==> src/rtl/branch_outcome_tracker_if.sv <==
// Bundle between the IF/EX pipeline and the branch outcome tracker.
// The master side issues predictions and resolutions; the slave side (the tracker) drives updates and status.
interface branch_outcome_tracker_if #(
    parameter int ADDR_W = 3,
    parameter int CNT_W  = 16
);
    // Handshake: PRED_VALID / RES_VALID are single-cycle strobes sampled on the rising edge.
    // There is no back-pressure. IF must hold off PRED_VALID while FULL.
    // EX must raise RES_VALID only while a branch is in flight.
    // Violations are dropped and latch ERR.
    logic              PRED_VALID;
    logic [ADDR_W-1:0] PRED_ADDR;
    logic              PRED_TAKEN;
    logic              RES_VALID;
    logic              RES_TAKEN;
    logic              UPD_VALID;
    logic [ADDR_W-1:0] UPD_ADDR;
    logic              UPD_OUTCOME;
    logic              FLUSH;
    logic              FULL;
    logic              EMPTY;
    logic [CNT_W-1:0]  MISSES;
    logic [CNT_W-1:0]  BRANCHES;
    logic              ERR;

    modport master (
        output PRED_VALID, PRED_ADDR, PRED_TAKEN, RES_VALID, RES_TAKEN,
        input  UPD_VALID, UPD_ADDR, UPD_OUTCOME, FLUSH, FULL, EMPTY,
               MISSES, BRANCHES, ERR
    );

    modport slave (
        input  PRED_VALID, PRED_ADDR, PRED_TAKEN, RES_VALID, RES_TAKEN,
        output UPD_VALID, UPD_ADDR, UPD_OUTCOME, FLUSH, FULL, EMPTY,
               MISSES, BRANCHES, ERR
    );
endinterface

==> src/rtl/branch_outcome_tracker.sv <==
// Holds in-flight branch predictions in program order and checks each one against the EX outcome.
// Drives predictor updates, a one-cycle flush on mispredict, and hit/miss statistics.
module branch_outcome_tracker #(
    parameter int ADDR_W = 3,
    parameter int DEPTH  = 4,
    parameter int CNT_W  = 16
) (
    input  logic                     CLOCK,
    input  logic                     RESET_N,
    branch_outcome_tracker_if.slave  bus,
    output logic [1:0]               state_dbg
);

    localparam int PTR_W = $clog2(DEPTH);
    localparam int CW    = PTR_W + 1;
    localparam logic [CW-1:0]    FULL_CNT = CW'(DEPTH);
    localparam logic [CNT_W-1:0] CNT_MAX  = '1;

    typedef enum logic [1:0] {
        ST_IDLE     = 2'd0,
        ST_TRACK    = 2'd1,
        ST_FLUSHING = 2'd2
    } state_t;

    logic [ADDR_W-1:0] addr_mem [DEPTH];
    logic              pred_mem [DEPTH];

    state_t            state_q,       state_d;
    logic [PTR_W-1:0]  rd_ptr_q,      rd_ptr_d;
    logic [PTR_W-1:0]  wr_ptr_q,      wr_ptr_d;
    logic [CW-1:0]     count_q,       count_d;
    logic              upd_valid_q,   upd_valid_d;
    logic [ADDR_W-1:0] upd_addr_q,    upd_addr_d;
    logic              upd_outcome_q, upd_outcome_d;
    logic              flush_q,       flush_d;
    logic [CNT_W-1:0]  misses_q,      misses_d;
    logic [CNT_W-1:0]  branches_q,    branches_d;
    logic              err_q,         err_d;

    logic full, empty, flushing;
    logic res_ok, mispred, pop_ok, push_req, push_ok;

    always_comb begin
        full     = (count_q == FULL_CNT);
        empty    = (count_q == '0);
        flushing = (state_q == ST_FLUSHING);
        res_ok   = bus.RES_VALID && !empty && !flushing;
        mispred  = res_ok && (bus.RES_TAKEN != pred_mem[rd_ptr_q]);
        pop_ok   = res_ok && !mispred;
        push_req = bus.PRED_VALID && !flushing;
        // A correct pop frees a slot in the same cycle, so a full FIFO may still accept a push.
        push_ok  = push_req && !mispred && (!full || pop_ok);
    end

    always_comb begin
        rd_ptr_d      = rd_ptr_q;
        wr_ptr_d      = wr_ptr_q;
        count_d       = count_q;
        upd_valid_d   = res_ok;
        upd_addr_d    = upd_addr_q;
        upd_outcome_d = upd_outcome_q;
        flush_d       = mispred;
        misses_d      = misses_q;
        branches_d    = branches_q;
        err_d         = err_q;
        state_d       = state_q;

        if (push_ok) begin
            wr_ptr_d = wr_ptr_q + PTR_W'(1);
        end

        if (mispred) begin
            // Everything younger than the mispredicted branch is on the wrong path.
            rd_ptr_d = wr_ptr_q;
            count_d  = '0;
        end else begin
            if (pop_ok) begin
                rd_ptr_d = rd_ptr_q + PTR_W'(1);
            end
            count_d = count_q + CW'(push_ok) - CW'(pop_ok);
        end

        if (res_ok) begin
            upd_addr_d    = addr_mem[rd_ptr_q];
            upd_outcome_d = bus.RES_TAKEN;
            if (branches_q != CNT_MAX) begin
                branches_d = branches_q + CNT_W'(1);
            end
        end

        if (mispred && (misses_q != CNT_MAX)) begin
            misses_d = misses_q + CNT_W'(1);
        end

        if ((bus.RES_VALID && !res_ok) || (push_req && full && !res_ok)) begin
            err_d = 1'b1;
        end

        case (state_q)
            ST_IDLE: begin
                if (push_ok) state_d = ST_TRACK;
            end
            ST_TRACK: begin
                if (mispred)              state_d = ST_FLUSHING;
                else if (count_d == '0)   state_d = ST_IDLE;
            end
            ST_FLUSHING: state_d = ST_IDLE;
            default:     state_d = ST_IDLE;
        endcase
    end

    always_ff @(posedge CLOCK) begin
        if (!RESET_N) begin
            state_q       <= ST_IDLE;
            rd_ptr_q      <= '0;
            wr_ptr_q      <= '0;
            count_q       <= '0;
            upd_valid_q   <= 1'b0;
            upd_addr_q    <= '0;
            upd_outcome_q <= 1'b0;
            flush_q       <= 1'b0;
            misses_q      <= '0;
            branches_q    <= '0;
            err_q         <= 1'b0;
        end else begin
            state_q       <= state_d;
            rd_ptr_q      <= rd_ptr_d;
            wr_ptr_q      <= wr_ptr_d;
            count_q       <= count_d;
            upd_valid_q   <= upd_valid_d;
            upd_addr_q    <= upd_addr_d;
            upd_outcome_q <= upd_outcome_d;
            flush_q       <= flush_d;
            misses_q      <= misses_d;
            branches_q    <= branches_d;
            err_q         <= err_d;
        end
    end

    // Entry storage needs no reset: the pointers alone decide which slots are live.
    always_ff @(posedge CLOCK) begin
        if (RESET_N && push_ok) begin
            addr_mem[wr_ptr_q] <= bus.PRED_ADDR;
            pred_mem[wr_ptr_q] <= bus.PRED_TAKEN;
        end
    end

    assign bus.UPD_VALID   = upd_valid_q;
    assign bus.UPD_ADDR    = upd_addr_q;
    assign bus.UPD_OUTCOME = upd_outcome_q;
    assign bus.FLUSH       = flush_q;
    assign bus.FULL        = full;
    assign bus.EMPTY       = empty;
    assign bus.MISSES      = misses_q;
    assign bus.BRANCHES    = branches_q;
    assign bus.ERR         = err_q;
    assign state_dbg       = state_q;

endmodule
==> src/flat_wrapper.sv <==
// flat-port wrapper written by rule: the top's interface ports become plain ports
module branch_outcome_tracker_flat 
#(
    parameter int ADDR_W = 3,
    parameter int DEPTH  = 4,
    parameter int CNT_W  = 16
)
  (CLOCK, RESET_N, state_dbg, bus_PRED_VALID, bus_PRED_ADDR, bus_PRED_TAKEN, bus_RES_VALID, bus_RES_TAKEN, bus_UPD_VALID, bus_UPD_ADDR, bus_UPD_OUTCOME, bus_FLUSH, bus_FULL, bus_EMPTY, bus_MISSES, bus_BRANCHES, bus_ERR);
  branch_outcome_tracker_if #(.ADDR_W(ADDR_W), .CNT_W(CNT_W)) bus_i ();
  input  logic CLOCK;
  input  logic RESET_N;
  output logic [1:0] state_dbg;
  input wire logic [$bits(bus_i.PRED_VALID)-1:0] bus_PRED_VALID;
  input wire logic [$bits(bus_i.PRED_ADDR)-1:0] bus_PRED_ADDR;
  input wire logic [$bits(bus_i.PRED_TAKEN)-1:0] bus_PRED_TAKEN;
  input wire logic [$bits(bus_i.RES_VALID)-1:0] bus_RES_VALID;
  input wire logic [$bits(bus_i.RES_TAKEN)-1:0] bus_RES_TAKEN;
  output wire logic [$bits(bus_i.UPD_VALID)-1:0] bus_UPD_VALID;
  output wire logic [$bits(bus_i.UPD_ADDR)-1:0] bus_UPD_ADDR;
  output wire logic [$bits(bus_i.UPD_OUTCOME)-1:0] bus_UPD_OUTCOME;
  output wire logic [$bits(bus_i.FLUSH)-1:0] bus_FLUSH;
  output wire logic [$bits(bus_i.FULL)-1:0] bus_FULL;
  output wire logic [$bits(bus_i.EMPTY)-1:0] bus_EMPTY;
  output wire logic [$bits(bus_i.MISSES)-1:0] bus_MISSES;
  output wire logic [$bits(bus_i.BRANCHES)-1:0] bus_BRANCHES;
  output wire logic [$bits(bus_i.ERR)-1:0] bus_ERR;
  assign bus_i.PRED_VALID = bus_PRED_VALID;
  assign bus_i.PRED_ADDR = bus_PRED_ADDR;
  assign bus_i.PRED_TAKEN = bus_PRED_TAKEN;
  assign bus_i.RES_VALID = bus_RES_VALID;
  assign bus_i.RES_TAKEN = bus_RES_TAKEN;
  assign bus_UPD_VALID = bus_i.UPD_VALID;
  assign bus_UPD_ADDR = bus_i.UPD_ADDR;
  assign bus_UPD_OUTCOME = bus_i.UPD_OUTCOME;
  assign bus_FLUSH = bus_i.FLUSH;
  assign bus_FULL = bus_i.FULL;
  assign bus_EMPTY = bus_i.EMPTY;
  assign bus_MISSES = bus_i.MISSES;
  assign bus_BRANCHES = bus_i.BRANCHES;
  assign bus_ERR = bus_i.ERR;
  branch_outcome_tracker #(.ADDR_W(ADDR_W), .DEPTH(DEPTH), .CNT_W(CNT_W)) u_core (.CLOCK(CLOCK), .RESET_N(RESET_N), .bus(bus_i), .state_dbg(state_dbg));
endmodule
==> config.mk <==
export PLATFORM = sky130hd
export DESIGN_NAME = branch_outcome_tracker_flat
export DESIGN_NICKNAME = d
export VERILOG_FILES = /design/src/rtl/branch_outcome_tracker_if.sv /design/src/rtl/branch_outcome_tracker.sv /design/src/flat_wrapper.sv
export SDC_FILE = /design/constraint.sdc
export NUM_CORES = 1
export LEC_CHECK = 0
export CAP_MARGIN = 20
export CORE_AREA = 2 2 84 86
export DETAILED_ROUTE_END_ITERATION = 8
export DIE_AREA = 0 0 86 88
export PLACE_DENSITY = 0.8
export SYNTH_ARGS = -nofsm -noshare
export SYNTH_HDL_FRONTEND = slang
export SYNTH_SLANG_ARGS = --single-unit
==> constraint.sdc <==
create_clock -name CLOCK -period 7.45 [get_ports CLOCK]
set_clock_uncertainty 0.1 [all_clocks]
set_input_delay 2.235 -clock CLOCK [delete_from_list [all_inputs] [get_ports CLOCK]]
set_output_delay 2.235 -clock CLOCK [all_outputs]
set_load 0.01 [all_outputs]
# --- Word level (Yosys, flattened, before mapping) ---
# Memory sizes are Yosys's and may differ from the RTL's. A register that Yosys moved wholly into a read port is not among the register bits.
# Cells that the tools add are included.
totals:
  register_bits: 45
  mem_bits_rw: 16
  in_bits: 9
  output_inout_bits: 43
  word_cells: 63
  mem_count: 2
memory_table:
  columns: ["name", "depth", "width", "read_ports", "rd_ports_with_merged_regs", "wr", "line_no", "rtl"]
  rows:
  - ["u_core.addr_mem", 4, 3, 1, 1, 1, "branch_outcome_tracker.sv:25", "logic [ADDR_W-1:0] addr_mem [DEPTH];"]
  - ["u_core.pred_mem", 4, 1, 1, 1, 1, "branch_outcome_tracker.sv:26", "logic pred_mem [DEPTH];"]
op_classes:
  addsub: 6
  eq_ne: 8
  n_mux: 11
  n_reduce_logical: 26
op_table:
  columns: ["operator", "count"]
  rows:
  - ["adder 16 x 1 -> 16 bit, second input constant", 2]
  - ["inequality test 16 bit, second input constant", 2]
  - ["two-way mux 2 bit", 7]
  - ["logical AND 1 bit", 12]
  - ["zero test 1 bit", 6]
  - ["zero test 3 bit", 2]
  - ["adder 2 x 1 -> 2 bit, second input constant", 2]
  - ["one-hot mux 2 bit (2 select lines)", 1]
  - ["AND reduction 2 bit", 2]
  - ["adder 3 x 1 -> 3 bit", 1]
  - ["equality test 3 bit, second input constant", 1]
  - ["two-way mux 3 bit", 1]
  - ["inequality test 3 x 1 -> 1 bit, second input constant", 1]
  - ["subtractor 3 x 1 -> 3 bit", 1]
  - ["equality test 2 x 1 -> 1 bit, second input constant", 1]
  - ["equality test 2 bit, second input constant", 1]
  - ["zero test 2 bit", 1]
  - ["logical OR 1 bit", 2]
  - ["two-way mux 1 bit", 2]
  - ["inequality test 2 x 1 -> 1 bit, second input constant", 1]
  - ["nonzero test 2 bit", 1]
  - ["inequality test 1 bit", 1]

# --- Longest topological paths before layout ---
logic_depth:
  depth_word: 16
  ltp_mapped: 11
  ltp_nobuf: 10

# --- Worst setup path after synthesis ---
# No wires, ideal clock.
synth_timing:
  path_type: "input to register"
  start: "input port bus_RES_VALID"
  end: "register u_core.state_q[0] (netlist: u_core.state_dbg[0])"
  setup_ns: 0.115
  t_arrival_ns: 4.228
  path_slack_ns: 3.008
  stages: 10
  path_cell_list: "nand3_1 > clkbuf_1 > nor2_1 > ha_1 > inv_1 > ha_1 > fa_1 > xnor2_1 > xnor2_1 > a2111oi_0"
synth_via:
  elab_chain_cells: 13
  word_cells_on_any_way: 17
  cone_classes: "add/sub: 2; eq/ne: 2; mux: 3; reduce/logical: 10"
synth_lines:
  columns: ["element", "line_no", "rtl"]
  rows:
  - ["from (decl)", "flat_wrapper.sv:16", "input wire logic [$bits(bus_i.RES_VALID)-1:0] bus_RES_VALID;"]
  - ["logical AND 1 bit (*) (2 in series)", "branch_outcome_tracker.sv:47", "res_ok = bus.RES_VALID && !empty && !flushing;"]
  - ["logical AND 1 bit", "branch_outcome_tracker.sv:48", "mispred = res_ok && (bus.RES_TAKEN != pred_mem[rd_ptr_q]);"]
  - ["zero test 1 bit", "branch_outcome_tracker.sv:49, branch_outcome_tracker.sv:52", null]
  - ["logical AND 1 bit", "branch_outcome_tracker.sv:49", "pop_ok = res_ok && !mispred;"]
  - ["logical OR 1 bit", "branch_outcome_tracker.sv:52", "push_ok = push_req && !mispred && (!full || pop_ok);"]
  - ["logical AND 1 bit", "branch_outcome_tracker.sv:52", null]
  - ["adder 3 x 1 -> 3 bit", "branch_outcome_tracker.sv:80", "count_d = count_q + CW'(push_ok) - CW'(pop_ok);"]
  - ["subtractor 3 x 1 -> 3 bit", "branch_outcome_tracker.sv:80", null]
  - ["two-way mux 3 bit", "branch_outcome_tracker.sv:72", "if (mispred) begin"]
  - ["zero test 3 bit", "branch_outcome_tracker.sv:105", "else if (count_d == '0) state_d = ST_IDLE;"]
  - ["inequality test 3 x 1 -> 1 bit (no source line)", null, null]
  - ["AND reduction 2 bit (no source line)", null, null]
  - ["to (signal assigned)", "branch_outcome_tracker.sv:126", "state_q <= state_d;"]
  - ["to (decl)", "branch_outcome_tracker.sv:28", "state_t state_q, state_d;"]
# Every way passes the cells marked *; elsewhere a longest branch is shown, timed or not.
# A chain may end at the register's enable or synchronous reset.

# --- Worst setup path in the final report ---
# Ends and elaborated chain as after synthesis.

==> results.json <==
{
  "synth_area_per_cell_um2": 9.89,
  "cts_tree": "done",
  "fin_area_um2": 3740,
  "cts_resized": 0,
  "async_flop_share_pct": 0,
  "power_density_nw_per_um2": 263,
  "setup_viol": 0,
  "clockBufferDepth": 2,
  "critical-path-max-stage-delay_ns": 0.56,
  "grt_pass1_vias": 2229,
  "ys_seq_area_share_pct": 49.9,
  "path_class": "in2reg",
  "finalPower_w": 0.000982,
  "die_h_um": 88,
  "die_w_um": 86,
  "utilization_pct": 56.2,
  "wl_met2_mm": 3.18,
  "cp_num_cells": 10,
  "rsz0062_at_grt": "no",
  "status": "completed",
  "cts_setup_buffers": 0,
  "drv_cap": 0,
  "reg2regPathDepth": 10,
  "grt_antenna_before_repair": 0,
  "cp.required_ns": 7.58,
  "drive_above_1_share_pct": 6.67,
  "tns_ns": 0,
  "cp-end-kind": "flip-flop",
  "slew_headroom_pct": 39.5,
  "slew_viol_final": 0,
  "nNetsFinal": 373,
  "top_layer": "met4",
  "syn-cell-area_um2": 2970,
  "grt_first_pass_wirelength_mm": 10.7,
  "path_clk_slew_ns": 0.07,
  "num_antenna_cells": 0,
  "synth_cell_types": 47,
  "clkSinkCount": 66,
  "num_rows": 30,
  "hold_viol": 0,
  "min_path_type": "reg2reg",
  "irDropWorstVdd_mv": 0.233,
  "ys.flop_type": "dfxtp_1",
  "startpoint_type": "primary input",
  "synth_nets": 318,
  "via_per_inst": 5.57,
  "dr_wl_met3_um": 434,
  "critical_path.cell_chain": "clkdlybuf4s50_1, nand3_1, nor2_1, ha_1, inv_1, ha_1, fa_1, xnor2_1, xnor2_1, a2111oi_0",
  "hold_depth": 2,
  "critPathSlowestCell": "nand3_1",
  "drt_iter0_drc": 207,
  "path_buf_inv": 2,
  "fmax_mhz": 205,
  "coreArea_um2": 6640,
  "dieArea_um2": 7570,
  "htree_levels": 3,
  "wl_per_cell_um": 14.9,
  "crit_family": "simple AND/OR/NAND/NOR gates",
  "reg2reg_slack_ns": 4.15,
  "wl_mm": 6.54,
  "ys_ff_latch": 66,
  "timing.final.crit_share_pct": 65.5,
  "finalWeightedCongestion": 0.770,
  "syn_inst": 300,
  "p_leak_nw": 1.24,
  "drc": 0,
  "postRouteAntennaNets": 0,
  "clk_latency_ns": 0.34,
  "grt_max_degree": 29,
  "critPathMaxFanout": 19,
  "ios": 52,
  "synth-edff-count": 16,
  "tightest_slew_ns": 0.900,
  "wl_met1_mm": 2.85,
  "hold_buffers": 0,
  "min_period_ns": 4.88,
  "place_area_um2": 3550,
  "syn2layout_area_growth_pct": 25.9,
  "start_util_pct": 44.7,
  "numCtsBuffers": 9,
  "crit_arrival_ns": 5.01,
  "root_buffer": "clkbuf_8",
  "grt-ovfl-total": 0,
  "grt.total_usage_pct": 18.4,
  "vias": 2452,
  "dr.pass1.iters": 5,
  "io_buffers": 51,
  "yosysWarnings": 0,
  "dp_hpwl_mm": 4.65
}
cell type report:
class,count,area (um2)
fillers,578,2910
clock buffers,11,131
clock inverters,5,53.8
well taps,80,100
inverters,14,52.6
flip-flops and latches,66,1480
repair buffers,53,543
multi-input cells,211,1370
synthesized netlist by cell type (2+ instances only):
master	number	area share [%]
nor2_1	21	2.7
nand3_1	13	2.2
nor4b_1	3	0.89
o311ai_0	2	0.59
xor2_1	2	0.59
nor3_1	5	0.84
nand2b_1	3	0.63
inv_1	14	1.8
ha_1	8	3.4
nand2_1	26	3.3
a21oi_1	24	4.0
nand4_1	10	2.1
or4_1	2	0.51
and4_1	2	0.59
o31ai_1	2	0.51
and2_1	6	1.3
dfxtp_1	50	34
mux4_2	4	3.0
nor4_1	10	2.1
o41ai_1	2	0.59
a31oi_1	2	0.42
o21ai_0	15	2.5
clkbuf_1	5	0.63
nor3b_1	4	1.0
xnor2_1	14	4.1
edfxtp_1	16	16
or3_1	12	2.5
and3_1	4	0.84
metal layers:
metal  vias to the layer above  track usage [%]
met5                         -                0
met4                         0             5.48
met3                        11             6.22
met2                        75             30.2
met1                      1154             23.2
li1                       1212                -
stage by stage:
step | cells | setup WS (ns) | hold WS, ns
after floorplan | 300 | 3.01 | 0.378
after global placement | 422 | 1.90 | 0.352
after detailed placement | 423 | 1.80 | 0.354
after CTS | 439 | 2.17 | 0.364
after global routing | 440 | 2.40 | 0.398
final | 440 | 2.57 | 0.360
registers in the layout, summed over array words and instances (netlist names), named ones only:
signal,flops
u_core.count_q,3
u_core.bus.ERR,1
u_core.bus.UPD_ADDR,3
u_core.bus.FLUSH,1
u_core.bus.UPD_VALID,1
u_core.bus.BRANCHES,16
u_core.pred_mem,4
u_core.bus.UPD_OUTCOME,1
u_core.bus.MISSES,16
u_core.addr_mem,12
u_core.wr_ptr_q,2
u_core.rd_ptr_q,2
u_core.state_dbg,2
worst paths after layout:
kind                                         end                                 from
max             u_core.state_dbg[0]$_SDFFE_PN0P_                        bus_RES_VALID
max reg2reg     u_core.state_dbg[0]$_SDFFE_PN0P_         u_core.count_q[1]$_SDFF_PN0_
min reg2reg  u_core.bus.UPD_ADDR[2]$_SDFFE_PN0P_  u_core.bus.UPD_ADDR[2]$_SDFFE_PN0P_
min          u_core.bus.UPD_ADDR[2]$_SDFFE_PN0P_  u_core.bus.UPD_ADDR[2]$_SDFFE_PN0P_
worst register-to-register path, stage by stage, from the launching register on:
cell	delay, ns
dfxtp_1	0.35
or3_1	0.44
nand3_1	0.62
nor2_1	0.13
ha_1	0.32
inv_1	0.05
ha_1	0.18
fa_1	0.38
xnor2_1	0.14
xnor2_1	0.14
a2111oi_0	0.35
power breakdown:
group          total [W]  switching (W)  internal (W)
Clock           0.000285       0.000132      0.000154
Sequential      0.000441      0.0000362      0.000405
Combinational   0.000255       0.000136      0.000119
logic make-up (layout without fill, tap and decap cells):
kind of cell / count (synthesis) / after routing / share of synthesized area (%)
AO/OA/AOI/OAI: 53 / 53 / 10.5
XOR/XNOR: 17 / 17 / 5.27
adder cells (fa/ha/maj): 9 / 9 / 4.05
buffers and inverters: 23 / 83 / 3.79
flip-flops: 66 / 66 / 49.9
multiplexers: 4 / 4 / 3.04
AND/OR/NAND/NOR: 128 / 128 / 23.4
layout by cell type (no fill, tap or decap), types with 13 or more instances in the layout:
master,count
clkdlybuf4s50_1,51
dfxtp_1,50
nand2_1,26
a21oi_1,24
nor2_1,21
edfxtp_1,16
o21ai_0,15
inv_1,14
xnor2_1,14
nand3_1,13
Power figures use the tool's default switching activity.
